`src/rtl/decode_pkg.sv`:
```
// Shared decode types: RV base opcodes, instruction format codes, control fields of a decoded bundle.
// Width-dependent parts (pc/imm/register addresses) are added by the stage that knows XLEN/RA_W.
package decode_pkg;

   localparam logic [6:0] OPC_OP     = 7'b0110011;
   localparam logic [6:0] OPC_OP_IMM = 7'b0010011;
   localparam logic [6:0] OPC_LOAD   = 7'b0000011;
   localparam logic [6:0] OPC_JALR   = 7'b1100111;
   localparam logic [6:0] OPC_SYSTEM = 7'b1110011;
   localparam logic [6:0] OPC_STORE  = 7'b0100011;
   localparam logic [6:0] OPC_BRANCH = 7'b1100011;
   localparam logic [6:0] OPC_LUI    = 7'b0110111;
   localparam logic [6:0] OPC_AUIPC  = 7'b0010111;
   localparam logic [6:0] OPC_JAL    = 7'b1101111;

   typedef enum logic [2:0] {
      FMT_R   = 3'd0,
      FMT_I   = 3'd1,
      FMT_S   = 3'd2,
      FMT_B   = 3'd3,
      FMT_U   = 3'd4,
      FMT_J   = 3'd5,
      FMT_ILL = 3'd6
   } fmt_e;

   typedef struct packed {
      logic [6:0] opcode;
      logic [2:0] func3;
      logic [6:0] func7;
      fmt_e       fmt;
      logic       rd_we;
      logic       rs1_used;
      logic       rs2_used;
      logic       illegal;
   } dec_ctrl_t;

   function automatic fmt_e fmt_of_opcode(input logic [6:0] opc);
      fmt_e f;
      case (opc)
         OPC_OP:                                      f = FMT_R;
         OPC_OP_IMM, OPC_LOAD, OPC_JALR, OPC_SYSTEM:  f = FMT_I;
         OPC_STORE:                                   f = FMT_S;
         OPC_BRANCH:                                  f = FMT_B;
         OPC_LUI, OPC_AUIPC:                          f = FMT_U;
         OPC_JAL:                                     f = FMT_J;
         default:                                     f = FMT_ILL;
      endcase
      return f;
   endfunction

endpackage

```
`src/rtl/decode_stage_if.sv`:
```
// Upstream instruction handshake and downstream decoded-bundle handshake of the decode stage.
// master = the side driving instructions and out_ready/flush; slave = the decode stage itself.
interface decode_stage_if #(
   parameter int XLEN = 32,
   parameter int RA_W = 5
);
   import decode_pkg::*;

   logic            in_valid;
   logic            in_ready;
   logic [31:0]     in_inst;
   logic [XLEN-1:0] in_pc;
   logic            flush;

   logic            out_valid;
   logic            out_ready;
   logic [XLEN-1:0] out_pc;
   logic [6:0]      opcode;
   logic [2:0]      func3;
   logic [6:0]      func7;
   logic [RA_W-1:0] rd;
   logic [RA_W-1:0] rs1;
   logic [RA_W-1:0] rs2;
   logic            rd_we;
   logic            rs1_used;
   logic            rs2_used;
   logic [XLEN-1:0] imm;
   fmt_e            fmt;
   logic            illegal;

   modport master (
      output in_valid, in_inst, in_pc, flush, out_ready,
      input  in_ready, out_valid, out_pc, opcode, func3, func7, rd, rs1, rs2,
             rd_we, rs1_used, rs2_used, imm, fmt, illegal
   );

   modport slave (
      input  in_valid, in_inst, in_pc, flush, out_ready,
      output in_ready, out_valid, out_pc, opcode, func3, func7, rd, rs1, rs2,
             rd_we, rs1_used, rs2_used, imm, fmt, illegal
   );

endinterface

```
`src/rtl/imm_gen.sv`:
```
// Combinational RV immediate extraction: builds the 32-bit immediate for the given format,
// then sign-extends it to XLEN. R and ILL formats yield zero.
module imm_gen
   import decode_pkg::*;
#(
   parameter int XLEN = 32
) (
   input  logic [31:0]     inst_i,
   input  fmt_e            fmt_i,
   output logic [XLEN-1:0] imm_o
);

   logic signed [31:0] imm32;
   logic               unused_opc;

   assign unused_opc = ^inst_i[6:0];

   always_comb begin
      imm32 = '0;
      case (fmt_i)
         FMT_I:   imm32 = {{20{inst_i[31]}}, inst_i[31:20]};
         FMT_S:   imm32 = {{20{inst_i[31]}}, inst_i[31:25], inst_i[11:7]};
         FMT_B:   imm32 = {{19{inst_i[31]}}, inst_i[31], inst_i[7], inst_i[30:25],
                           inst_i[11:8], 1'b0};
         FMT_U:   imm32 = {inst_i[31:12], 12'b0};
         FMT_J:   imm32 = {{11{inst_i[31]}}, inst_i[31], inst_i[19:12], inst_i[20],
                           inst_i[30:21], 1'b0};
         default: imm32 = '0;
      endcase
   end

   // Size cast of a signed operand sign-extends for XLEN=64.
   assign imm_o = XLEN'(imm32);

endmodule

```
`src/rtl/decode_stage.sv`:
```
// Single-cycle RV instruction decode with a 2-entry (output + skid) register pair.
// in_ready is the registered inverse of skid occupancy; flush and rst drop everything held.
module decode_stage
   import decode_pkg::*;
#(
   parameter int XLEN = 32,
   parameter int RA_W = 5
) (
   input logic           clk,
   input logic           rst,
   decode_stage_if.slave dec_if
);

   typedef struct packed {
      logic [XLEN-1:0] pc;
      logic [XLEN-1:0] imm;
      logic [RA_W-1:0] rd;
      logic [RA_W-1:0] rs1;
      logic [RA_W-1:0] rs2;
      dec_ctrl_t       ctrl;
   } bundle_t;

   bundle_t         out_q, out_d, skid_q, skid_d, new_b;
   logic            out_vld_q, out_vld_d, skid_vld_q, skid_vld_d;
   logic            in_fire;
   fmt_e            fmt_raw, fmt_dec;
   logic            rd_use, rs1_use, rs2_use, ra_ovf, ill;
   logic [XLEN-1:0] imm_w;
   logic [31:0]     inst;

   assign inst    = dec_if.in_inst;
   assign in_fire = dec_if.in_valid & ~skid_vld_q;

   always_comb begin
      fmt_raw = fmt_of_opcode(inst[6:0]);
      rs1_use = fmt_raw inside {FMT_R, FMT_I, FMT_S, FMT_B};
      rs2_use = fmt_raw inside {FMT_R, FMT_S, FMT_B};
      rd_use  = fmt_raw inside {FMT_R, FMT_I, FMT_U, FMT_J};
      // A narrow register file cannot address x16..x31.
      ra_ovf  = (RA_W < 5) && ((rd_use & inst[11]) | (rs1_use & inst[19]) | (rs2_use & inst[24]));
      fmt_dec = ra_ovf ? FMT_ILL : fmt_raw;
      ill     = (fmt_dec == FMT_ILL);
   end

   imm_gen #(.XLEN(XLEN)) u_imm_gen (
      .inst_i (inst),
      .fmt_i  (fmt_dec),
      .imm_o  (imm_w)
   );

   always_comb begin
      new_b               = '0;
      new_b.pc            = dec_if.in_pc;
      new_b.imm           = imm_w;
      new_b.ctrl.opcode   = inst[6:0];
      new_b.ctrl.func3    = inst[14:12];
      new_b.ctrl.func7    = inst[31:25];
      new_b.ctrl.fmt      = fmt_dec;
      new_b.ctrl.illegal  = ill;
      new_b.ctrl.rd_we    = rd_use & ~ill;
      new_b.ctrl.rs1_used = rs1_use & ~ill;
      new_b.ctrl.rs2_used = rs2_use & ~ill;
      new_b.rd            = (rd_use & ~ill)  ? RA_W'(inst[11:7])  : '0;
      new_b.rs1           = (rs1_use & ~ill) ? RA_W'(inst[19:15]) : '0;
      new_b.rs2           = (rs2_use & ~ill) ? RA_W'(inst[24:20]) : '0;
   end

   always_comb begin
      out_d      = out_q;
      out_vld_d  = out_vld_q;
      skid_d     = skid_q;
      skid_vld_d = skid_vld_q;
      if (dec_if.flush) begin
         out_vld_d  = 1'b0;
         skid_vld_d = 1'b0;
      end else if (!out_vld_q || dec_if.out_ready) begin
         if (skid_vld_q) begin
            out_d      = skid_q;
            out_vld_d  = 1'b1;
            skid_vld_d = 1'b0;
         end else begin
            out_vld_d = in_fire;
            if (in_fire) out_d = new_b;
         end
      end else if (in_fire) begin
         skid_d     = new_b;
         skid_vld_d = 1'b1;
      end
   end

   always_ff @(posedge clk or posedge rst) begin
      if (rst) begin
         out_q      <= '0;
         out_vld_q  <= 1'b0;
         skid_q     <= '0;
         skid_vld_q <= 1'b0;
      end else begin
         out_q      <= out_d;
         out_vld_q  <= out_vld_d;
         skid_q     <= skid_d;
         skid_vld_q <= skid_vld_d;
      end
   end

   assign dec_if.in_ready  = ~skid_vld_q;
   assign dec_if.out_valid = out_vld_q;
   assign dec_if.out_pc    = out_q.pc;
   assign dec_if.opcode    = out_q.ctrl.opcode;
   assign dec_if.func3     = out_q.ctrl.func3;
   assign dec_if.func7     = out_q.ctrl.func7;
   assign dec_if.rd        = out_q.rd;
   assign dec_if.rs1       = out_q.rs1;
   assign dec_if.rs2       = out_q.rs2;
   assign dec_if.rd_we     = out_q.ctrl.rd_we;
   assign dec_if.rs1_used  = out_q.ctrl.rs1_used;
   assign dec_if.rs2_used  = out_q.ctrl.rs2_used;
   assign dec_if.imm       = out_q.imm;
   assign dec_if.fmt       = out_q.ctrl.fmt;
   assign dec_if.illegal   = out_q.ctrl.illegal;

endmodule

```
`src/flat_wrapper.sv`:
```
// flat-port wrapper written by rule: the top's interface ports become plain ports
module decode_stage_flat import decode_pkg::*;
#(
   parameter int XLEN = 32,
   parameter int RA_W = 5
)
  (clk, rst, dec_if_in_valid, dec_if_in_inst, dec_if_in_pc, dec_if_flush, dec_if_out_ready, dec_if_in_ready, dec_if_out_valid, dec_if_out_pc, dec_if_opcode, dec_if_func3, dec_if_func7, dec_if_rd, dec_if_rs1, dec_if_rs2, dec_if_rd_we, dec_if_rs1_used, dec_if_rs2_used, dec_if_imm, dec_if_fmt, dec_if_illegal);
  decode_stage_if #(.XLEN(XLEN), .RA_W(RA_W)) dec_if_i ();
  input logic clk;
  input logic rst;
  input wire logic [$bits(dec_if_i.in_valid)-1:0] dec_if_in_valid;
  input wire logic [$bits(dec_if_i.in_inst)-1:0] dec_if_in_inst;
  input wire logic [$bits(dec_if_i.in_pc)-1:0] dec_if_in_pc;
  input wire logic [$bits(dec_if_i.flush)-1:0] dec_if_flush;
  input wire logic [$bits(dec_if_i.out_ready)-1:0] dec_if_out_ready;
  output wire logic [$bits(dec_if_i.in_ready)-1:0] dec_if_in_ready;
  output wire logic [$bits(dec_if_i.out_valid)-1:0] dec_if_out_valid;
  output wire logic [$bits(dec_if_i.out_pc)-1:0] dec_if_out_pc;
  output wire logic [$bits(dec_if_i.opcode)-1:0] dec_if_opcode;
  output wire logic [$bits(dec_if_i.func3)-1:0] dec_if_func3;
  output wire logic [$bits(dec_if_i.func7)-1:0] dec_if_func7;
  output wire logic [$bits(dec_if_i.rd)-1:0] dec_if_rd;
  output wire logic [$bits(dec_if_i.rs1)-1:0] dec_if_rs1;
  output wire logic [$bits(dec_if_i.rs2)-1:0] dec_if_rs2;
  output wire logic [$bits(dec_if_i.rd_we)-1:0] dec_if_rd_we;
  output wire logic [$bits(dec_if_i.rs1_used)-1:0] dec_if_rs1_used;
  output wire logic [$bits(dec_if_i.rs2_used)-1:0] dec_if_rs2_used;
  output wire logic [$bits(dec_if_i.imm)-1:0] dec_if_imm;
  output wire logic [$bits(dec_if_i.fmt)-1:0] dec_if_fmt;
  output wire logic [$bits(dec_if_i.illegal)-1:0] dec_if_illegal;
  assign dec_if_i.in_valid = dec_if_in_valid;
  assign dec_if_i.in_inst = dec_if_in_inst;
  assign dec_if_i.in_pc = dec_if_in_pc;
  assign dec_if_i.flush = dec_if_flush;
  assign dec_if_i.out_ready = dec_if_out_ready;
  assign dec_if_in_ready = dec_if_i.in_ready;
  assign dec_if_out_valid = dec_if_i.out_valid;
  assign dec_if_out_pc = dec_if_i.out_pc;
  assign dec_if_opcode = dec_if_i.opcode;
  assign dec_if_func3 = dec_if_i.func3;
  assign dec_if_func7 = dec_if_i.func7;
  assign dec_if_rd = dec_if_i.rd;
  assign dec_if_rs1 = dec_if_i.rs1;
  assign dec_if_rs2 = dec_if_i.rs2;
  assign dec_if_rd_we = dec_if_i.rd_we;
  assign dec_if_rs1_used = dec_if_i.rs1_used;
  assign dec_if_rs2_used = dec_if_i.rs2_used;
  assign dec_if_imm = dec_if_i.imm;
  assign dec_if_fmt = dec_if_i.fmt;
  assign dec_if_illegal = dec_if_i.illegal;
  decode_stage #(.XLEN(XLEN), .RA_W(RA_W)) u_core (.clk(clk), .rst(rst), .dec_if(dec_if_i));
endmodule
```
`config.mk`:
```
export PLATFORM = sky130hd
export DESIGN_NAME = decode_stage_flat
export DESIGN_NICKNAME = d
export VERILOG_FILES = /design/src/rtl/decode_pkg.sv /design/src/rtl/decode_stage_if.sv /design/src/rtl/imm_gen.sv /design/src/rtl/decode_stage.sv /design/src/flat_wrapper.sv
export SDC_FILE = /design/constraint.sdc
export NUM_CORES = 1
export LEC_CHECK = 0
export ABC_AREA = 1
export BUFFER_PORTS_ARGS = -buffer_cell sky130_fd_sc_hd__buf_4
export CAP_MARGIN = 20
export CORE_MARGIN = 5
export CORE_UTILIZATION = 36
export CTS_CLUSTER_DIAMETER = 150
export CTS_CLUSTER_SIZE = 20
export DETAILED_ROUTE_END_ITERATION = 16
export SLEW_MARGIN = 20
export SYNTH_ARGS = -nofsm -noshare
export SYNTH_HDL_FRONTEND = slang
export SYNTH_HIERARCHICAL = 1
export SYNTH_SLANG_ARGS = --single-unit
export TNS_END_PERCENT = 100
```
`constraint.sdc`:
```
create_clock -name clk -period 5.5 [get_ports clk]
set_input_delay 0 -clock clk [delete_from_list [all_inputs] [get_ports clk]]
set_output_delay 0 -clock clk [all_outputs]
set_load 0.02 [all_outputs]
```
==> Word level (Yosys, flattened, before mapping) <==
Index checks and enable logic that the tools add are counted.
{ "word_totals": {"inputBits": 69, "out_inout_bits": 105, "wordCells": 78, "regBits": 208} }
{ "classes": {"n_mux": 13, "n_eq_ne": 16, "n_reduce_logical": 13, "n_bitwise": 8} }
{ "ops": {"columns": ["operator", "n"], "rows": [
  ["$mux W103", 2],
  ["$pmux W32 S5", 1],
  ["$eq A7 B7 Y1 const B", 4],
  ["$eq A7 B6 Y1 const B", 3],
  ["$pmux W3 S6", 1],
  ["$mux W5", 3],
  ["$eq A7 B5 Y1 const B", 2],
  ["$eq A3 B3 Y1 const B", 3],
  ["$reduce_bool A4 Y1", 2],
  ["$eq A7 B2 Y1 const B", 1],
  ["$eq A3 B2 Y1 const B", 2],
  ["$mux W1", 6],
  ["$reduce_and A3 Y1", 2],
  ["$reduce_bool A3 Y1", 2],
  ["$and A1 B1 Y1", 4],
  ["$not A1 Y1", 4],
  ["$reduce_bool A2 Y1", 2],
  ["$reduce_or A4 Y1", 1],
  ["$eq A3 B1 Y1 const B", 1],
  ["$logic_not A3 Y1", 1],
  ["$reduce_or A2 Y1", 1],
  ["$logic_not A1 Y1", 1],
  ["$logic_or A1 B1 Y1", 1]
]} }

==> Depth between registers and ports, before layout <==
{ "logic_depth": {"word_depth": 9, "ltp_mapped": 19, "depth_no_buf": 17} }

==> By module <==
The synthesis kept the hierarchy.
{ "by_module_without_submodules": {"columns": ["mod", "area_each_um2", "cells_each", "seq_area_each_um2", "n_inst"], "rows": [
  ["decode_stage", 8977.4, 1064, 5205.0, 1],
  ["imm_gen", 452.9, 92, 0.0, 1]
]} }

==> Worst setup path after synthesis <==
No wires, ideal clock.
{ "synth_timing": {"path_kind": "in2reg", "startpoint": "input port dec_if_in_inst[2]", "endpoint": "register u_core.out_q (netlist bit u_core/dec_if.imm[5])", "setup_slack_ps": 3936, "setup_time_ps": 83, "t_arrival_ps": 1481, "required_ps": 5417, "path_buffers": 2, "stages": 17, "path_cell_list": "nor2_1 -> nand2_2 -> nor2_2 -> nor2_4 -> nand2_4 -> nand2_1 -> buf_6 -> inv_2 -> buf_6 -> nand2_1 -> o21ai_1 -> inv_2 -> nor2_1 -> inv_1 -> nand2_1 -> o21ai_0 -> o21ai_0"} }
{ "synth_via": {"elab_chain_len": 7, "word_cells_on_any_way": 21, "cone_classes": "eq/ne (15); mux (4); reduce/logical (2)"} }
{ "synth_rtl": {"columns": ["item", "line", "rtl"], "rows": [
  ["start: declaration", "flat_wrapper.sv:12", "input wire logic [$bits(dec_if_i.in_inst)-1:0] dec_if_in_inst;"],
  ["$eq A7 B5 Y1, or another cell as far along", "decode_pkg.sv:39", "case (opc)"],
  ["$reduce_or A4 Y1 or $reduce_or A2 Y1 (tied branches)", "decode_pkg.sv:39", null],
  ["$pmux W3 S6 (*)", "decode_pkg.sv:39", null],
  ["named net u_core.fmt_dec[1]", "decode_stage.sv:26", "fmt_e fmt_raw, fmt_dec;"],
  ["$eq A3 B3 Y1, or another cell as far along", "imm_gen.sv:20", "case (fmt_i)"],
  ["$pmux W32 S5 (*)", "imm_gen.sv:20", null],
  ["named net u_core.imm_w[5]", "decode_stage.sv:28", "logic [XLEN-1:0] imm_w;"],
  ["$mux W103 (*)", "decode_stage.sv:83", "if (in_fire) out_d = new_b;"],
  ["$mux W103 (*)", "decode_stage.sv:77", "if (skid_vld_q) begin"],
  ["end signal: assignment", "decode_stage.sv:98", "out_q <= out_d;"],
  ["end: declaration", "decode_stage.sv:23", "bundle_t out_q, out_d, skid_q, skid_d, new_b;"]
]} }
The timed path passes the listed nets; every way through them passes the cells marked *. The select of a mux whose other input is x is not followed.
A chain may end at the register's enable or synchronous reset.

==> Worst setup path in the final report <==
{ "layout_timing": {"startpoint": "input port dec_if_in_inst[2]", "endpoint": "register u_core.out_q (netlist bit u_core/dec_if.imm[24])"} }
Same word-level chain as after synthesis.

==> impl_metrics.ini <==
[placement]
hpwl_um = 16500
placed_cells_incl_taps = 1594
gp_congestion = 0.785
portBuffers = 173

[power]
pwr-share-comb_pct = 20.7
vdd_drop_max_mv = 0.172
leakagePower_uw = 0.00625
intPower_uw = 2570
p_switching_uw = 1090
swShare_pct = 29.8
clkPwrFrac_pct = 28.0
p_per_area_nw_per_um2 = 307
power_frac_seq_pct = 51.3

[sta]
worstMarginPinSlew_ps = 913
period_needed_ps = 3040
rsz0062_at_grt = no
fmax_ghz = 0.329
finalSetupViolCount = 0
finalCritPeriodShare_pct = 55.3
slew_headroom_pct = 39.0
tns_ps = 0
final_max_slew_viol_count = 0
skew_ps = 12.7
finalHoldViolCount = 0

[yosys]
async_flop_share_pct = 100
ys_types = 30
yosysSeqAreaShare_pct = 55.2
synth_top_cell_area_share_pct = 55.2
synth_cells = 1156
synthFlopType = dfrtp_1
synth_most_common_cell = nand2_1
ys_warn_count = 6
synth.top_cells.by_area = dfrtp_1, nand2_1, o21ai_0
synth_area_per_cell_sq_um = 8.16
syn_nets = 1225
yosys.area.top_type = dfrtp_1
synth-edff-count = 0
synth-seq-cells = 208
ys_top_cells_by_count = nand2_1, dfrtp_1, o21ai_0
synth_area_sq_um = 9430

[global_route]
grt_pass1_vias = 7428
track_usage_pct = 16.5
grt_pass1_wl_um = 39800
antenna_found_initial = 0
grt_overflow = 0
grt_max_degree = 138

[clock_tree]
cts.sinks = 208
clk_pin_slew_ps = 80
cts_resized = 0
cts_root_buffer = clkbuf_16
cts_tree = done
numCtsBuffers = 14
cts_buffer_depth = 3
clock_latency_ps = 470
cts_htree_levels = 1

[drt]
drc = 0
drt-vias-per-instance = 4.77
dr.pass1.iters = 6
wl_per_cell_um = 15.0
routed-via-count = 8009
drtIter0Drc = 729
ant_nets = 0
drt-total-wl_um = 25200

[worst_setup_path]
critPathKind = primary input to flop
arrival_ps = 3430
startpoint_type = primary input
cp-end-kind = flop
cp_max_fo = 20
cp_data_required_time_ps = 5900
r2r_cells = 7

[die]
rows = 59
die_width_um = 172
start_util_pct = 36.4
core-area_sq_um = 25900
die_y_um = 172
dieArea_sq_um = 29500
boundaryPins = 174

[layout]
final_nets = 1412
num_antenna_cells = 0
drive_gt1_share_pct = 16.7
area_growth_syn_to_layout_pct = 26.1
fin_cells = 1678

[outcome]
status = finished, final reports clean

[flow_run]
maxCapViolCount = 0

[hold_path]
hold-path-cell-count = 5
hold_path.class = primary input to flop
power by group through the flow:
stage	combinational, uW	clock [uW]	sequential [uW]
after CTS	768	1070	1880
final	755	1020	1880
after floorplan	317	0	2000
after global placement	714	0	1900
after global routing	844	1130	1900
after detailed placement	727	0	1900
per-stage QoR:
| step | util (%) | power (uW) | cell area, sq um | hold WS, ps | worst slack, ps |
|---|---|---|---|---|---|
| 6_report | 45.9 | 3650 | 11900 | 57.3 | 2460 |
| 4_1_cts | 45.9 | 3710 | 11900 | 49.4 | 2510 |
| 3_5_place_dp | 41.8 | 2630 | 10800 | 206 | 2560 |
| 5_1_grt | 45.9 | 3880 | 11900 | 65.2 | 2190 |
| 3_3_place_gp | 41.8 | 2610 | 10800 | 210 | 2550 |
| 2_1_floorplan | - | 2320 | 9430 | 146 | 2800 |
cell usage in the layout (no fill, tap or decap), drive strengths merged:
cell type	Yosys	routed
clkinvlp	0	1
a2bb2oi	1	1
o21a	2	2
a31oi	1	1
o211ai	1	1
nor2	49	49
and2	1	1
a21oi	11	11
dlygate4sd3	0	68
clkbuf	19	15
or2	4	4
a21boi	1	1
o21ai	273	273
nand4	6	6
nand3	57	57
clkinv	1	2
dfrtp	208	208
nor3	1	1
inv	109	108
buf	57	179
nand2	354	354
cell type report:
type	instances	area, sq um
Timing Repair Buffer	247	2040
Inverter	110	425
Sequential cell	208	5200
Clock buffer	15	375
Multi-Input combinational cell	762	3410
Fill cell	2543	14000
Tap cell	335	419
Clock inverter	1	16.3
critical path, stage by stage:
cell and delay, ps:
dlygate4sd3_1 570, buf_4 150, nor2_1 130, nand2_2 90, nor2_2 270, nor2_4 80
nand2_4 190, nand2_1 320, inv_2 410, nand4_1 490, nand3_1 270, inv_1 80
nand2_1 60, o21ai_0 110, o21ai_0 190
cells by family after synthesis:
logic type             after synthesis  share of synthesized area [%]
and+or+nand+nor                    472                           20.4
AOI/OAI and AO/OA                  290                           15.6
DFF                                208                           55.2
buffers and inverters              186                           8.76
per-layer routing:
metal | vias to the layer above | global-route usage (%) | wire [um]
met1 | 3698 | 24.3 | 11700
met4 | 0 | 3.52 | 460
li1 | 4052 | - | -
met5 | - | 0 | 0
met2 | 225 | 26.0 | 11400
met3 | 34 | 2.51 | 1590
final timing paths:
kind	startpoint	endpoint	slack (ps)
max reg2reg	u_core/skid_vld_q$_DFFE_PP0P_	u_core/dec_if.rs2[3]$_DFFE_PP0P_	2540
min reg2reg	u_core/dec_if.rs1[2]$_DFFE_PP0P_	u_core/dec_if.rs1[2]$_DFFE_PP0P_	480
max in group asynchronous	rst	u_core/dec_if.imm[28]$_DFFE_PP0P_	3940
min	dec_if_in_valid	u_core/skid_q[26]$_DFFE_PP0P_	60
min in group asynchronous	rst	u_core/skid_q[87]$_DFFE_PP0P_	240
max	dec_if_in_inst[2]	u_core/dec_if.imm[24]$_DFFE_PP0P_	2460
sequential cells by signal, indices dropped and copies added, names as in the netlist:
signal                   cells
u_core/skid_q              103
u_core/dec_if.imm           32
u_core/dec_if.out_pc        32
u_core/dec_if.func7          7
u_core/dec_if.opcode         7
u_core/dec_if.rd             5
u_core/dec_if.rs1            5
u_core/dec_if.rs2            5
u_core/dec_if.fmt            3
u_core/dec_if.func3          3
u_core/dec_if.illegal        1
u_core/dec_if.out_valid      1
u_core/dec_if.rd_we          1
u_core/dec_if.rs1_used       1
u_core/dec_if.rs2_used       1
u_core/skid_vld_q            1
timing repair:
| action | 4_1_cts | 5_1_grt |
|---|---|---|
| hold buffers | 68 | 0 |
| hold endpoints to repair | 189 | 0 |
| endpoints found under the setup margin | 0 | 0 |
| buffers inserted | 0 | 0 |
Note: power is estimated with default switching activity, not from simulation.
